`src/rtl/led_pwm_multi_if.sv`:
```
// rtl/led_pwm_multi_if.sv - control bus for the multi-channel LED PWM driver
interface led_pwm_multi_if #(
    parameter int channels_p = 4
);
    localparam int sel_w = (channels_p > 1) ? $clog2(channels_p) : 1;

    logic             en_i;
    logic [sel_w-1:0] sel_i;
    logic             incr_i;
    logic             decr_i;
    logic [1:0]       mode_i;
    logic             mode_we_i;

    modport master (
        output en_i, sel_i, incr_i, decr_i, mode_i, mode_we_i
    );

    modport slave (
        input en_i, sel_i, incr_i, decr_i, mode_i, mode_we_i
    );
endinterface

```
`src/rtl/led_pwm_multi.sv`:
```
// rtl/led_pwm_multi.sv - multi-channel LED PWM with shared prescaled period counter
module led_pwm_multi #(
    parameter int channels_p = 4,
    parameter int bits_p     = 8,
    parameter int prescale_p = 1
) (
    input  logic                  clk_i,
    input  logic                  reset_i,
    led_pwm_multi_if.slave        ctl,
    output logic [channels_p-1:0] led_o,
    output logic                  period_o
);
    typedef enum logic [1:0] {
        MODE_OFF     = 2'd0,
        MODE_STATIC  = 2'd1,
        MODE_BREATHE = 2'd2,
        MODE_BLINK   = 2'd3
    } mode_e;

    localparam int pw = (prescale_p > 1) ? $clog2(prescale_p) : 1;
    localparam logic [pw-1:0] presc_max = pw'(prescale_p - 1);

    logic [pw-1:0]           presc_q, presc_d;
    logic [bits_p-1:0]       count_q, count_d;
    logic                    period_q, period_d;
    logic [channels_p-1:0]   led_q, led_d;
    logic [bits_p-1:0]       duty_q  [channels_p];
    logic [bits_p-1:0]       duty_d  [channels_p];
    logic [bits_p-1:0]       level_q [channels_p];
    logic [bits_p-1:0]       level_d [channels_p];
    mode_e                   mode_q  [channels_p];
    mode_e                   mode_d  [channels_p];
    logic [channels_p-1:0]   dir_q, dir_d;       // 1 = ramping down
    logic [channels_p-1:0]   phase_q, phase_d;   // 1 = blink off half
    logic [bits_p-1:0]       eff     [channels_p];
    logic                    tick;
    logic                    wrap;
    logic                    sel_hit;

    always_comb begin
        presc_d  = presc_q;
        count_d  = count_q;
        tick     = ctl.en_i && (presc_q == presc_max);
        wrap     = tick && (count_q == '1);
        period_d = wrap;
        led_d    = '0;
        dir_d    = dir_q;
        phase_d  = phase_q;
        sel_hit  = 1'b0;

        if (ctl.en_i) begin
            presc_d = tick ? '0 : presc_q + 1'b1;
            if (tick) begin
                count_d = count_q + 1'b1;
            end
        end

        for (int c = 0; c < channels_p; c++) begin
            duty_d[c]  = duty_q[c];
            level_d[c] = level_q[c];
            mode_d[c]  = mode_q[c];
            eff[c]     = '0;
            sel_hit    = (int'(ctl.sel_i) == c);

            if (ctl.en_i && sel_hit && ctl.incr_i && !ctl.decr_i && duty_q[c] != '1) begin
                duty_d[c] = duty_q[c] + 1'b1;
            end else if (ctl.en_i && sel_hit && ctl.decr_i && !ctl.incr_i && duty_q[c] != '0) begin
                duty_d[c] = duty_q[c] - 1'b1;
            end

            if (wrap) begin
                case (mode_q[c])
                    MODE_BLINK: phase_d[c] = ~phase_q[c];
                    MODE_BREATHE: begin
                        if (!dir_q[c]) begin
                            if (level_q[c] >= duty_q[c]) begin
                                level_d[c] = duty_q[c];
                                dir_d[c]   = 1'b1;
                            end else begin
                                level_d[c] = level_q[c] + 1'b1;
                            end
                        end else if (level_q[c] > duty_q[c]) begin
                            level_d[c] = duty_q[c];
                        end else if (level_q[c] == '0) begin
                            dir_d[c] = 1'b0;
                        end else begin
                            level_d[c] = level_q[c] - 1'b1;
                        end
                    end
                    default: ;
                endcase
            end

            // A mode write restarts the ramp/blink even if a wrap lands in the same cycle.
            if (ctl.mode_we_i && sel_hit) begin
                mode_d[c]  = mode_e'(ctl.mode_i);
                level_d[c] = '0;
                dir_d[c]   = 1'b0;
                phase_d[c] = 1'b0;
            end

            case (mode_q[c])
                MODE_STATIC:  eff[c] = duty_q[c];
                MODE_BREATHE: eff[c] = level_q[c];
                MODE_BLINK:   eff[c] = phase_q[c] ? '0 : duty_q[c];
                default:      eff[c] = '0;
            endcase

            led_d[c] = ctl.en_i && (count_q < eff[c]);
        end
    end

    always_ff @(posedge clk_i or posedge reset_i) begin
        if (reset_i) begin
            presc_q  <= '0;
            count_q  <= '0;
            period_q <= 1'b0;
            led_q    <= '0;
            dir_q    <= '0;
            phase_q  <= '0;
            for (int c = 0; c < channels_p; c++) begin
                duty_q[c]  <= '0;
                level_q[c] <= '0;
                mode_q[c]  <= MODE_OFF;
            end
        end else begin
            presc_q  <= presc_d;
            count_q  <= count_d;
            period_q <= period_d;
            led_q    <= led_d;
            dir_q    <= dir_d;
            phase_q  <= phase_d;
            for (int c = 0; c < channels_p; c++) begin
                duty_q[c]  <= duty_d[c];
                level_q[c] <= level_d[c];
                mode_q[c]  <= mode_d[c];
            end
        end
    end

    assign led_o    = led_q;
    assign period_o = period_q;
endmodule

```
`src/flat_wrapper.sv`:
```
// flat-port wrapper written by rule: the top's interface ports become plain ports
module led_pwm_multi_flat 
#(
    parameter int channels_p = 4,
    parameter int bits_p     = 8,
    parameter int prescale_p = 1
)
  (clk_i, reset_i, led_o, period_o, ctl_en_i, ctl_sel_i, ctl_incr_i, ctl_decr_i, ctl_mode_i, ctl_mode_we_i);
  led_pwm_multi_if #(.channels_p(channels_p)) ctl_i ();
  input  logic clk_i;
  input  logic reset_i;
  output logic [channels_p-1:0] led_o;
  output logic period_o;
  input wire logic [$bits(ctl_i.en_i)-1:0] ctl_en_i;
  input wire logic [$bits(ctl_i.sel_i)-1:0] ctl_sel_i;
  input wire logic [$bits(ctl_i.incr_i)-1:0] ctl_incr_i;
  input wire logic [$bits(ctl_i.decr_i)-1:0] ctl_decr_i;
  input wire logic [$bits(ctl_i.mode_i)-1:0] ctl_mode_i;
  input wire logic [$bits(ctl_i.mode_we_i)-1:0] ctl_mode_we_i;
  assign ctl_i.en_i = ctl_en_i;
  assign ctl_i.sel_i = ctl_sel_i;
  assign ctl_i.incr_i = ctl_incr_i;
  assign ctl_i.decr_i = ctl_decr_i;
  assign ctl_i.mode_i = ctl_mode_i;
  assign ctl_i.mode_we_i = ctl_mode_we_i;
  led_pwm_multi #(.channels_p(channels_p), .bits_p(bits_p), .prescale_p(prescale_p)) u_core (.clk_i(clk_i), .reset_i(reset_i), .ctl(ctl_i), .led_o(led_o), .period_o(period_o));
endmodule
```
`config.mk`:
```
export PLATFORM = sky130hd
export DESIGN_NAME = led_pwm_multi_flat
export DESIGN_NICKNAME = d
export VERILOG_FILES = /design/src/rtl/led_pwm_multi_if.sv /design/src/rtl/led_pwm_multi.sv /design/src/flat_wrapper.sv
export SDC_FILE = /design/constraint.sdc
export NUM_CORES = 1
export LEC_CHECK = 0
export BUFFER_PORTS_ARGS = -buffer_cell sky130_fd_sc_hd__buf_2
export CORE_ASPECT_RATIO = 0.7
export CORE_MARGIN = 2
export CORE_UTILIZATION = 34
export CTS_CLUSTER_SIZE = 16
export DETAILED_ROUTE_END_ITERATION = 10
export PLACE_DENSITY_LB_ADDON = 0.3
export SLEW_MARGIN = 25
export SYNTH_ARGS = -nofsm -noshare
export SYNTH_HDL_FRONTEND = slang
export SYNTH_SLANG_ARGS = --single-unit
```
`constraint.sdc`:
```
create_clock -name clk_i -period 3.3 [get_ports clk_i]
set_input_delay 0.33 -clock clk_i [delete_from_list [all_inputs] [get_ports clk_i]]
set_output_delay 0.33 -clock clk_i [all_outputs]
set_load 0.005 [all_outputs]
```
==> results of run 1 <==
==> logic make-up (layout without fill, tap and decap cells) <==
kind of cell	after synthesis	after routing
fa+ha+maj	102	102
xor+xnor	73	73
flops	94	94
simple gates	335	335
compound gates	266	266
mux	11	11
buf+inv	83	114
==> power groups by stage <==
stage | Clock (mW) | Combinational (mW) | Sequential, mW
finish | 1.15 | 2.60 | 1.93
global route | 1.23 | 2.99 | 1.98
CTS | 1.18 | 2.59 | 1.92
detailed placement | 0 | 2.57 | 1.94
global placement | 0 | 2.54 | 1.93
floorplan | 0 | 1.94 | 1.78
==> per-stage QoR <==
| stage | std cells | hold WS [ps] |
|---|---|---|
| global route | 1313 | 226.8 |
| global placement | 1297 | 476.6 |
| finish | 1313 | 139.2 |
| floorplan | 964 | 395.6 |
| detailed placement | 1297 | 487.2 |
| CTS | 1313 | 172.4 |
==> metal layers <==
| layer | global-route usage | up-vias | part of all wire |
|---|---|---|---|
| li1 | - | 3613 | - |
| met5 | 0 | - | 0 |
| met2 | 0.2553 | 189 | 0.40 |
| met1 | 0.2918 | 3548 | 0.55 |
| met4 | 0.03376 | 0 | 0.0079 |
| met3 | 0.03781 | 17 | 0.050 |
==> area by class of cell <==
class                      instances  share of cell area
clock buffer                      13             0.03027
multi-input combinational        787              0.6105
clock inverter                     3            0.004324
timing repair buffer              50             0.03811
tap                              318             0.04297
inverter                          48             0.01973
sequential                        94              0.2541
==> path summary, 6_finish.rpt <==
path,startpoint,depth (start not counted),endpoint
worst max-delay path,u_core.duty_q[2],11,u_core.duty_q[7]
worst min-delay path,reset_i,2,u_core.level_q[31]
worst max register to register,u_core.duty_q[2],11,u_core.duty_q[7]
worst min register to register,u_core.presc_q,1,u_core.presc_q
max in group asynchronous,reset_i,3,u_core.level_q[14]
min in group clk_i,ctl_mode_i[0],3,u_core.mode_q[6]
==> state kept, by name, indices dropped and copies added (netlist names), 4 cells and up <==
register        count
u_core.dir_q        4
u_core.duty_q      32
u_core.led_o        4
u_core.level_q     32
u_core.phase_q      4
u_core.mode_q       8
u_core.count_q      8
==> worst register-to-register path: cells and delay by family (launching register included) <==
| family | cells | cell delay (ps) |
|---|---|---|
| DFF | 1 | 440 |
| xor gates and xnor gates | 1 | 140 |
| adders and majority gates | 1 | 320 |
| buffers and inverters | 1 | 260 |
| and+or+nand+nor | 3 | 570 |
| muxes | 1 | 290 |
| AOI/OAI and AO/OA | 4 | 910 |
==> placed cells by master, fill, tap and decap left out, types with 8 or more instances in the layout <==
master     instances
nand2_1          109
ha_1              98
dfrtp_1           94
nor2_1            62
o21ai_0           54
a21oi_1           49
inv_1             47
xnor2_1           43
buf_4             35
xor2_1            30
a22oi_1           30
nand3_1           27
nor3_1            20
and3_1            15
nor4_1            14
nand4_1           14
a21o_1            14
buf_2             14
o211ai_1          11
nand2b_1          11
nand3b_1           9
mux2i_1            9
o21a_1             9
clkbuf_16          9
nor2b_1            8
a32oi_1            8
==> flow_summary_export.csv, run 1 <==
group,metric,value,unit
synthesis,ys_top_cells_by_count,"109 x nand2_1, 98 x ha_1, 94 x dfrtp_1",
synthesis,yosys.cell_count.top_type,"nand2_1",
synthesis,synthFlopType,"dfrtp_1",
timing,period_minus_slack,2981,ps
timing,worstMarginPinSlew,843.2,ps
min_path,hold_path_class,"input pin to async pin",
run_status,run_status,"completed",
grt,grtUsageTotal,0.1846,
timing,finalCritPeriodShare,0.9032,
synthesis,async_flop_share,1.000,
drt,wl,22.87,mm
timing,slew_headroom,0.4379,
floorplan,die_x,191.4,um
synthesis,syn_area,8362,sq um
finish,area_delta_synth_final,10.73,%
timing,setup_tns,0,ps
drt,remaining_drc_errors,0,
grt,grt_start_max_net_pins,64,
synthesis,syn-num-nets,1076,
worst_setup_path,arrival,3270,ps
worst_setup_path,cp_max_fo,7,
worst_setup_path,critical_path_class,"register to register",
synthesis,synth-simple-area-share,0.2083,
run,cap_violations,0,
worst_setup_path,rrSetupSlack,320,ps
pwr,power_density,612.8,nW/um^2
timing,fin_ws,319.3,ps
placement,port_buffers,14,
drt,drt_iter0_drc,782,
grt,overflow,0,
finish,drive_gt1_frac,0.09548,
synthesis,synth_xor_area_frac,0.07646,
timing,finalSetupViolations,0,
grt,grt_pass1_wl,37.45,mm
grt,grt_pass1_vias,6741,
drt,antenna_left,0,
finish,final_area,9259,sq um
synthesis,synthAdderAreaFrac,0.1562,
floorplan,row_count,47,
worst_setup_path,critical_path.top_delay_family,"compound AO/OA/AOI/OAI gates",
placement,gp_congestion,0.8656,
timing,drv_slew,0,
placement,dp.final_hpwl,17.04,mm
timing,rsz0062_at_grt,"false",
timing,fin_skew,6.511,ps
worst_setup_path,path_buf_inv,1,
pwr,power_frac_comb,0.458,
floorplan,die_y,135.2,um
pwr,p_switching,2.395,mW
finish,final_util,0.3878,
finish,multi_input_area,5653,sq um
synthesis,synth_area_per_cell,8.674,sq um
drt,via_per_inst,5.611,
pwr,switching_share,0.4222,
clock_tree,cts_root_buf,"clkbuf_16",
worst_setup_path,cp-start-kind,"register",
drt,dr.pass1.iters,5,
timing,hold_viol,0,
worst_setup_path,path_cells,"nand4_1 > nor2_1 > nor4_1 > inv_1 > ha_1 > a21o_1 > a21oi_1 > o21ai_0 > o41ai_1 > mux2i_1 > xnor2_1",
floorplan,core,23880,sq um
worst_setup_path,worstSetupEndpointType,"register",
floorplan,ios,15,
synthesis,synth_top_area_frac,0.2813,
pwr,intPower,3.278,mW
worst_setup_path,cpPeakStageDelay,440,ps
clock_tree,clk_path_buf_depth,2,
timing,fmax,335.5,MHz
synthesis,synth_compound_area_frac,0.2216,
synthesis,synthMuxAreaShare,0.01347,
synthesis,ys_ff_latch,94,
finish,antenna_cells,0,
pwr,fin_total_pwr,5.674,mW
synthesis,synth_top_family_by_area,"compound AO/OA/AOI/OAI gates",
finish,fin_nets,1102,
pwr,irDropWorstVdd,0.3763,mV
synthesis,synthTopCellsByArea,"dfrtp_1 28%, ha_1 15%, nand2_1 4.9%",
pwr,power.share.sequential,0.340,
clock_tree,clkLatencyLatePin,360,ps
clock_tree,postCtsSetupRepairBufs,0,
clock_tree,cts_hold_buf,0,
synthesis,synth_cell_types,83,
synthesis,ys_warn_count,0,
worst_setup_path,slowest_stage,"dfrtp_1",
pwr,power_frac_clock,0.203,
grt,antenna_found_initial,0,
synthesis,synth_top_area_cell,"dfrtp_1",
worst_setup_path,worstPathRequired,3590,ps
clock_tree,cts_tree,"yes",
synthesis,synth-edff-count,0,
floorplan,fp.dieArea,25880,sq um
placement,place_area,8939,sq um
clock_tree,cts_inserted_buffers,9,
clock_tree,clkSinkCount,94,
finish,n_fill_cell,2449,
clock_tree,cts.htree.levels,3,
drt,wl_per_cell,17.42,um
placement,pre_cts_ws,361.2,ps
synthesis,yosysSeqAreaShare,0.2813,
clock_tree,clk_pin_slew,70,ps
synthesis,synthCells,964,
floorplan,start_util,0.3502,
clock_tree,ctsResizeCount,0,
drt,vias,7367,
finish,regArea,2352,sq um
pwr,p_leak,4.204,nW
Power figures use the tool's default switching activity.
==> run 2, diff against run 1 <==
clock period = 3.59 ns   (was 3.3 ns; I/O delays follow)
==> run 2 against run 1 <==
Against the previous run:
- via count down 2.2%
- critical path depth is 2 lower
- worst setup slack improved by 230 ps
- clock skew grew 2.0 ps
- non-clock buffer count is 23 lower
- critical endpoint is now u_core.duty_q[15]
- largest power group unchanged
==> flow_summary_export.csv, run 2 (synthesis results as in run 1) <==
group,metric,value,unit
placement,place_area,8766,sq um
timing,period_minus_slack,3042,ps
clock_tree,cts.htree.levels,3,
floorplan,core,23880,sq um
worst_setup_path,timing.rr.start,"u_core.duty_q[13]",
worst_setup_path,critical_path_class,"register to register",
drt,antenna_left,0,
clock_tree,clk_path_buf_depth,2,
clock_tree,cts_tree,"yes",
grt,grt_start_max_net_pins,49,
pwr,power_density,576.7,nW/um^2
clock_tree,ctsResizeCount,0,
clock_tree,cts_root_buf,"clkbuf_16",
drt,drt_iter0_drc,608,
run_status,run_status,"completed",
finish,area_delta_synth_final,9.008,%
drt,wl,21.86,mm
timing,hold_viol,0,
timing,finalSetupViolations,0,
placement,port_buffers,14,
drt,dr.pass1.iters,7,
grt,grt_pass1_wl,36.89,mm
timing,worstMarginPinSlew,750.1,ps
placement,dp_cells,1274,
worst_setup_path,crit_end,"u_core.duty_q[15]",
grt,grtUsageTotal,0.1784,
floorplan,ios,15,
worst_setup_path,worstPathRequired,3870,ps
grt,antenna_found_initial,0,
drt,wl_per_cell,16.95,um
min_path,hold_path_class,"input pin to async pin",
clock_tree,clkLatencyLatePin,360,ps
drt,vias,7207,
finish,final_area,9115,sq um
floorplan,die_y,135.2,um
clock_tree,cts_inserted_buffers,9,
placement,dp.final_hpwl,16.31,mm
worst_setup_path,regToRegEndpoint,"u_core.duty_q[15]",
floorplan,die_x,191.4,um
finish,n_fill_cell,2487,
worst_setup_path,cp-start-kind,"register",
drt,remaining_drc_errors,0,
run,cap_violations,0,
clock_tree,clk_pin_slew,70,ps
grt,grt_pass1_vias,6757,
timing,fmax,328.7,MHz
finish,final_util,0.3818,
timing,drv_slew,0,
worst_setup_path,worstSetupEndpointType,"register",
clock_tree,cts_hold_buf,0,
finish,fin_cells,1290,
clock_tree,postCtsSetupRepairBufs,0,
drt,via_per_inst,5.587,
timing,finalCritPeriodShare,0.8475,
finish,fin_nets,1079,
finish,antenna_cells,0,
timing,fin_skew,8.504,ps
clock_tree,clkSinkCount,94,
timing,rsz0062_at_grt,"false",
worst_setup_path,rrSetupSlack,550,ps
floorplan,row_count,47,
finish,final_common_cell,"nand2_1",
finish,largest_registers,"u_core.duty_q (32), u_core.level_q (32)",
worst_setup_path,reg2reg_depth,9,
floorplan,start_util,0.3502,
worst_setup_path,cp_max_fo,9,
timing,slew_headroom,0.4977,
worst_setup_path,crit_path_start,"u_core.duty_q[13]",
timing,setup_tns,0,ps
floorplan,fp.dieArea,25880,sq um
finish,drive_gt1_frac,0.07305,
pwr,p_leak,4.090,nW
pwr,irDropWorstVdd,0.3562,mV
grt,overflow,0,
finish,final_cell_mix,"109 x nand2_1, 98 x ha_1, 94 x dfrtp_1, 62 x nor2_1, 54 x o21ai_0",
worst_setup_path,arrival,3320,ps
placement,gp_congestion,0.8522,
run 2: worst min-delay path by stage:
stage,from,endpoint,slack (ps),cells past startpoint
floorplan,ctl_en_i,u_core.presc_q,420,1
global placement,u_core.presc_q,u_core.presc_q,480,1
detailed placement,u_core.presc_q,u_core.presc_q,490,1
CTS,reset_i,u_core.led_o[1],120,2
global route,reset_i,u_core.level_q[22],150,2
finish,reset_i,u_core.led_o[0],80,2
run 2: per-layer routing:
metal	up-vias	GRT usage	wire (um)
met1	3463	0.2854	12070
met4	0	0.02949	129
li1	3578	-	-
met3	10	0.03004	942
met5	-	0	0
met2	156	0.2493	8723
run 2: stage by stage:
| stage | total power [mW] | worst slack [ps] | hold slack (ps) |
|---|---|---|---|
| floorplan | 3.421 | 782.3 | 424.6 |
| global placement | 4.079 | 458.2 | 476.4 |
| detailed placement | 4.108 | 412.2 | 485.7 |
| CTS | 5.278 | 560.8 | 118.8 |
| global route | 5.754 | 286.5 | 148.6 |
| finish | 5.256 | 547.6 | 77.80 |
run 2: worst max-delay path: stages (launching register included):
cell      delay, ps
dfrtp_1         510
nand4_1         140
o211ai_1        650
ha_1            360
a21o_1          170
a21oi_1         210
o21ai_0         160
o41ai_1         380
mux2i_1         270
xnor2_1         130
run 2: final cells by class:
cell class                 count  area [sq um]  area share
clock buffer                  11         242.7     0.02663
clock inverter                 5         106.4     0.01167
inverter                      48         182.7     0.02004
multi-input combinational    787          5653      0.6202
sequential                    94          2352      0.2581
tap                          318         397.9     0.04365
timing repair buffer          27         180.2     0.01977
run 2: power breakdown:
| part | total, mW | internal (mW) | switching, mW | leakage [nW] |
|---|---|---|---|---|
| sequential | 1.82 | 1.30 | 0.513 | 1.21 |
| combinational | 2.29 | 1.06 | 1.23 | 2.71 |
| clock | 1.15 | 0.702 | 0.445 | 0.166 |
==> run 3, diff against run 2 <==
ABC_AREA = 1   (was unset)
clock period = 2.95 ns   (was 3.59 ns; I/O delays follow)
==> run 3 against run 2 <==
Against the previous run:
- synthesized area up 9.0%
- synthesized cell count up 39%
- critical path depth up 3
- global-route usage up 1.0 points
- clock power up 3%
- die area up 8.8%
- cell count up 35%
- first-iteration DRC count up 28%
==> flow_summary_export.csv, run 3 <==
group,metric,value,unit
synthesis,ys_warn_count,0,
worst_setup_path,path_buf_inv,1,
synthesis,synth-simple-area-share,0.3773,
worst_setup_path,critical_path.top_delay_family,"simple AND/OR/NAND/NOR gates",
timing,worstMarginPinSlew,813.6,ps
clock_tree,cts_tree,"yes",
clock_tree,cts.htree.levels,3,
grt,grt_pass1_wl,42.45,mm
clock_tree,clk_path_buf_depth,2,
pwr,irDropWorstVdd,0.3379,mV
synthesis,synth_compound_area_frac,0.09415,
finish,fin_nets,1478,
worst_setup_path,cp_max_fo,9,
pwr,p_leak,5.234,nW
clock_tree,clkLatencyLatePin,360,ps
drt,vias,8889,
synthesis,synth_top_area_cell,"dfrtp_1",
synthesis,yosys.cell_count.top_type,"nand2_1",
timing,drv_slew,0,
timing,fmax,381.2,MHz
timing,slew_headroom,0.4552,
floorplan,die_x,199.7,um
worst_setup_path,path_cells,"nand4_1 > o211ai_1 > ha_1 > nand3_1 > nand3_1 > nand2_1 > o211ai_1 > nand2b_1 > nand2_1 > nand2_1 > nand2_1 > inv_1",
synthesis,synth_area_per_cell,6.798,sq um
synthesis,synth_top_area_frac,0.2580,
worst_setup_path,cpPeakStageDelay,690,ps
synthesis,synth-edff-count,0,
synthesis,synthAdderAreaFrac,0.1433,
worst_setup_path,slowest_stage,"o211ai_1",
timing,hold_viol,0,
worst_setup_path,worstSetupEndpointType,"register",
synthesis,yosysSeqAreaShare,0.2580,
timing,finalSetupViolations,0,
finish,final_common_cell,"nand2_1",
floorplan,row_count,50,
drt,remaining_drc_errors,0,
finish,drive_gt1_frac,0.06934,
floorplan,fp.dieArea,28160,sq um
finish,final_util,0.3772,
clock_tree,clk_pin_slew,80,ps
clock_tree,clkSinkCount,94,
drt,wl_per_cell,14.86,um
synthesis,synth_top_family_by_area,"simple AND/OR/NAND/NOR gates",
clock_tree,ctsResizeCount,0,
worst_setup_path,critical_path_class,"register to register",
grt,grtUsageTotal,0.1887,
placement,port_buffers,14,
synthesis,synth_xor_area_frac,0.04708,
synthesis,synthTopCellsByArea,"dfrtp_1 26%, nand2_1 17%, ha_1 13%",
min_path,hold_path_class,"input pin to async pin",
placement,dp.final_hpwl,19.68,mm
worst_setup_path,arrival,2890,ps
timing,rsz0062_at_grt,"false",
finish,largest_registers,"u_core.duty_q (32), u_core.level_q (32)",
drt,drt_iter0_drc,779,
worst_setup_path,worstPathRequired,3210,ps
clock_tree,postCtsSetupRepairBufs,0,
finish,final_cell_mix,"401 x nand2_1, 187 x nand3_1, 166 x inv_1, 98 x ha_1, 94 x dfrtp_1",
run,cap_violations,0,
clock_tree,cts_hold_buf,0,
floorplan,die_y,141,um
drt,wl,25.81,mm
clock_tree,cts_root_buf,"clkbuf_16",
timing,setup_tns,0,ps
synthesis,synth_cell_types,38,
placement,gp_congestion,0.9032,
pwr,power_density,691.6,nW/um^2
worst_setup_path,cp-start-kind,"register",
synthesis,ys_ff_latch,94,
synthesis,synthFlopType,"dfrtp_1",
timing,period_minus_slack,2623,ps
clock_tree,cts_inserted_buffers,9,
synthesis,async_flop_share,1.000,
synthesis,syn_area,9116,sq um
synthesis,synthCells,1341,
worst_setup_path,crit_path_frequent_cell,"nand2_1",
drt,dr.pass1.iters,7,
floorplan,ios,15,
grt,grt_start_max_net_pins,51,
synthesis,ys_top_cells_by_count,"401 x nand2_1, 187 x nand3_1, 167 x inv_1",
drt,antenna_left,0,
synthesis,syn-num-nets,1453,
grt,overflow,0,
grt,grt_pass1_vias,8106,
timing,fin_skew,13.47,ps
synthesis,synthMuxAreaShare,0,
grt,antenna_found_initial,3,
finish,area_delta_synth_final,9.745,%
run_status,run_status,"completed",
floorplan,core,26530,sq um
floorplan,start_util,0.3437,
timing,finalCritPeriodShare,0.8893,
drt,via_per_inst,5.117,
-- run 3: changes by cell type in the layout (fill, tap and decap cells not counted), sizes merged, moves of 17 or more --
cell	delta
nand2	+303
nand3	+162
inv	+123
xnor2	-41
nand4	+38
a22oi	-31
o22ai	+27
and3	-17
xor2	+17
-- run 3: cell families (layout without fill, tap and decap cells) --
family	count (synthesis)	in the layout
other	0	3
XOR/XNOR	49	49
AND/OR/NAND/NOR	754	754
flip-flops	94	94
adder cells (fa/ha/maj)	102	102
AO/OA/AOI/OAI	151	151
buffers and inverters	191	220
-- run 3: report_power, final --
group / total (mW) / leakage (nW) / internal, mW / switching (mW)
Combinational: 3.65 / 3.87 / 1.39 / 2.26
Sequential: 2.08 / 1.23 / 1.60 / 0.489
Clock: 1.19 / 0.132 / 0.601 / 0.586
-- run 3: path summary, 6_finish.rpt --
check                             startpoint                 end  slack, ps  depth (start not counted)
setup reg to reg            u_core.duty_q[9]   u_core.duty_q[15]        330                         12
min in group clk_i                  ctl_en_i      u_core.presc_q        130                          2
setup / recovery            u_core.duty_q[9]   u_core.duty_q[15]        330                         12
hold reg to reg            u_core.count_q[0]   u_core.count_q[0]        500                          1
max in group asynchronous            reset_i     u_core.period_o       2160                          3
hold / removal                       reset_i  u_core.level_q[25]         50                          2
-- run 3: metal layers --
| metal | vias to the layer above | wire (um) | part of all wire | track usage |
|---|---|---|---|---|
| met1 | 4107 | 13710 | 0.53 | 0.2950 |
| met5 | - | 0 | 0 | 0 |
| met4 | 0 | 238 | 0.0092 | 0.04912 |
| met3 | 18 | 1290 | 0.050 | 0.02990 |
| met2 | 224 | 10580 | 0.41 | 0.2641 |
| li1 | 4540 | - | - | - |
-- run 3: final cells by class --
| cell class | count | area [sq um] |
|---|---|---|
| timing repair buffer | 37 | 242.7 |
| tap | 364 | 455.4 |
| clock inverter | 5 | 41.29 |
| inverter | 168 | 633.1 |
| fill | 2840 | 16520 |
| antenna | 3 | 7.507 |
| sequential | 94 | 2352 |
| clock buffer | 10 | 239.0 |
| multi-input combinational | 1056 | 6033 |
-- run 3: per-stage QoR --
stage	setup WS, ps	std cells	hold WS (ps)	instance area, sq um	power (mW)
after detailed placement	204.0	1719	477.5	9717	5.713
final	326.6	1737	47.09	10000	6.919
after global routing	10.42	1737	100.3	10000	7.637
after global placement	281.3	1719	472.3	9717	5.652
after CTS	347.0	1734	84.05	9997	6.946
after floorplan	206.3	1341	361.1	9116	4.678
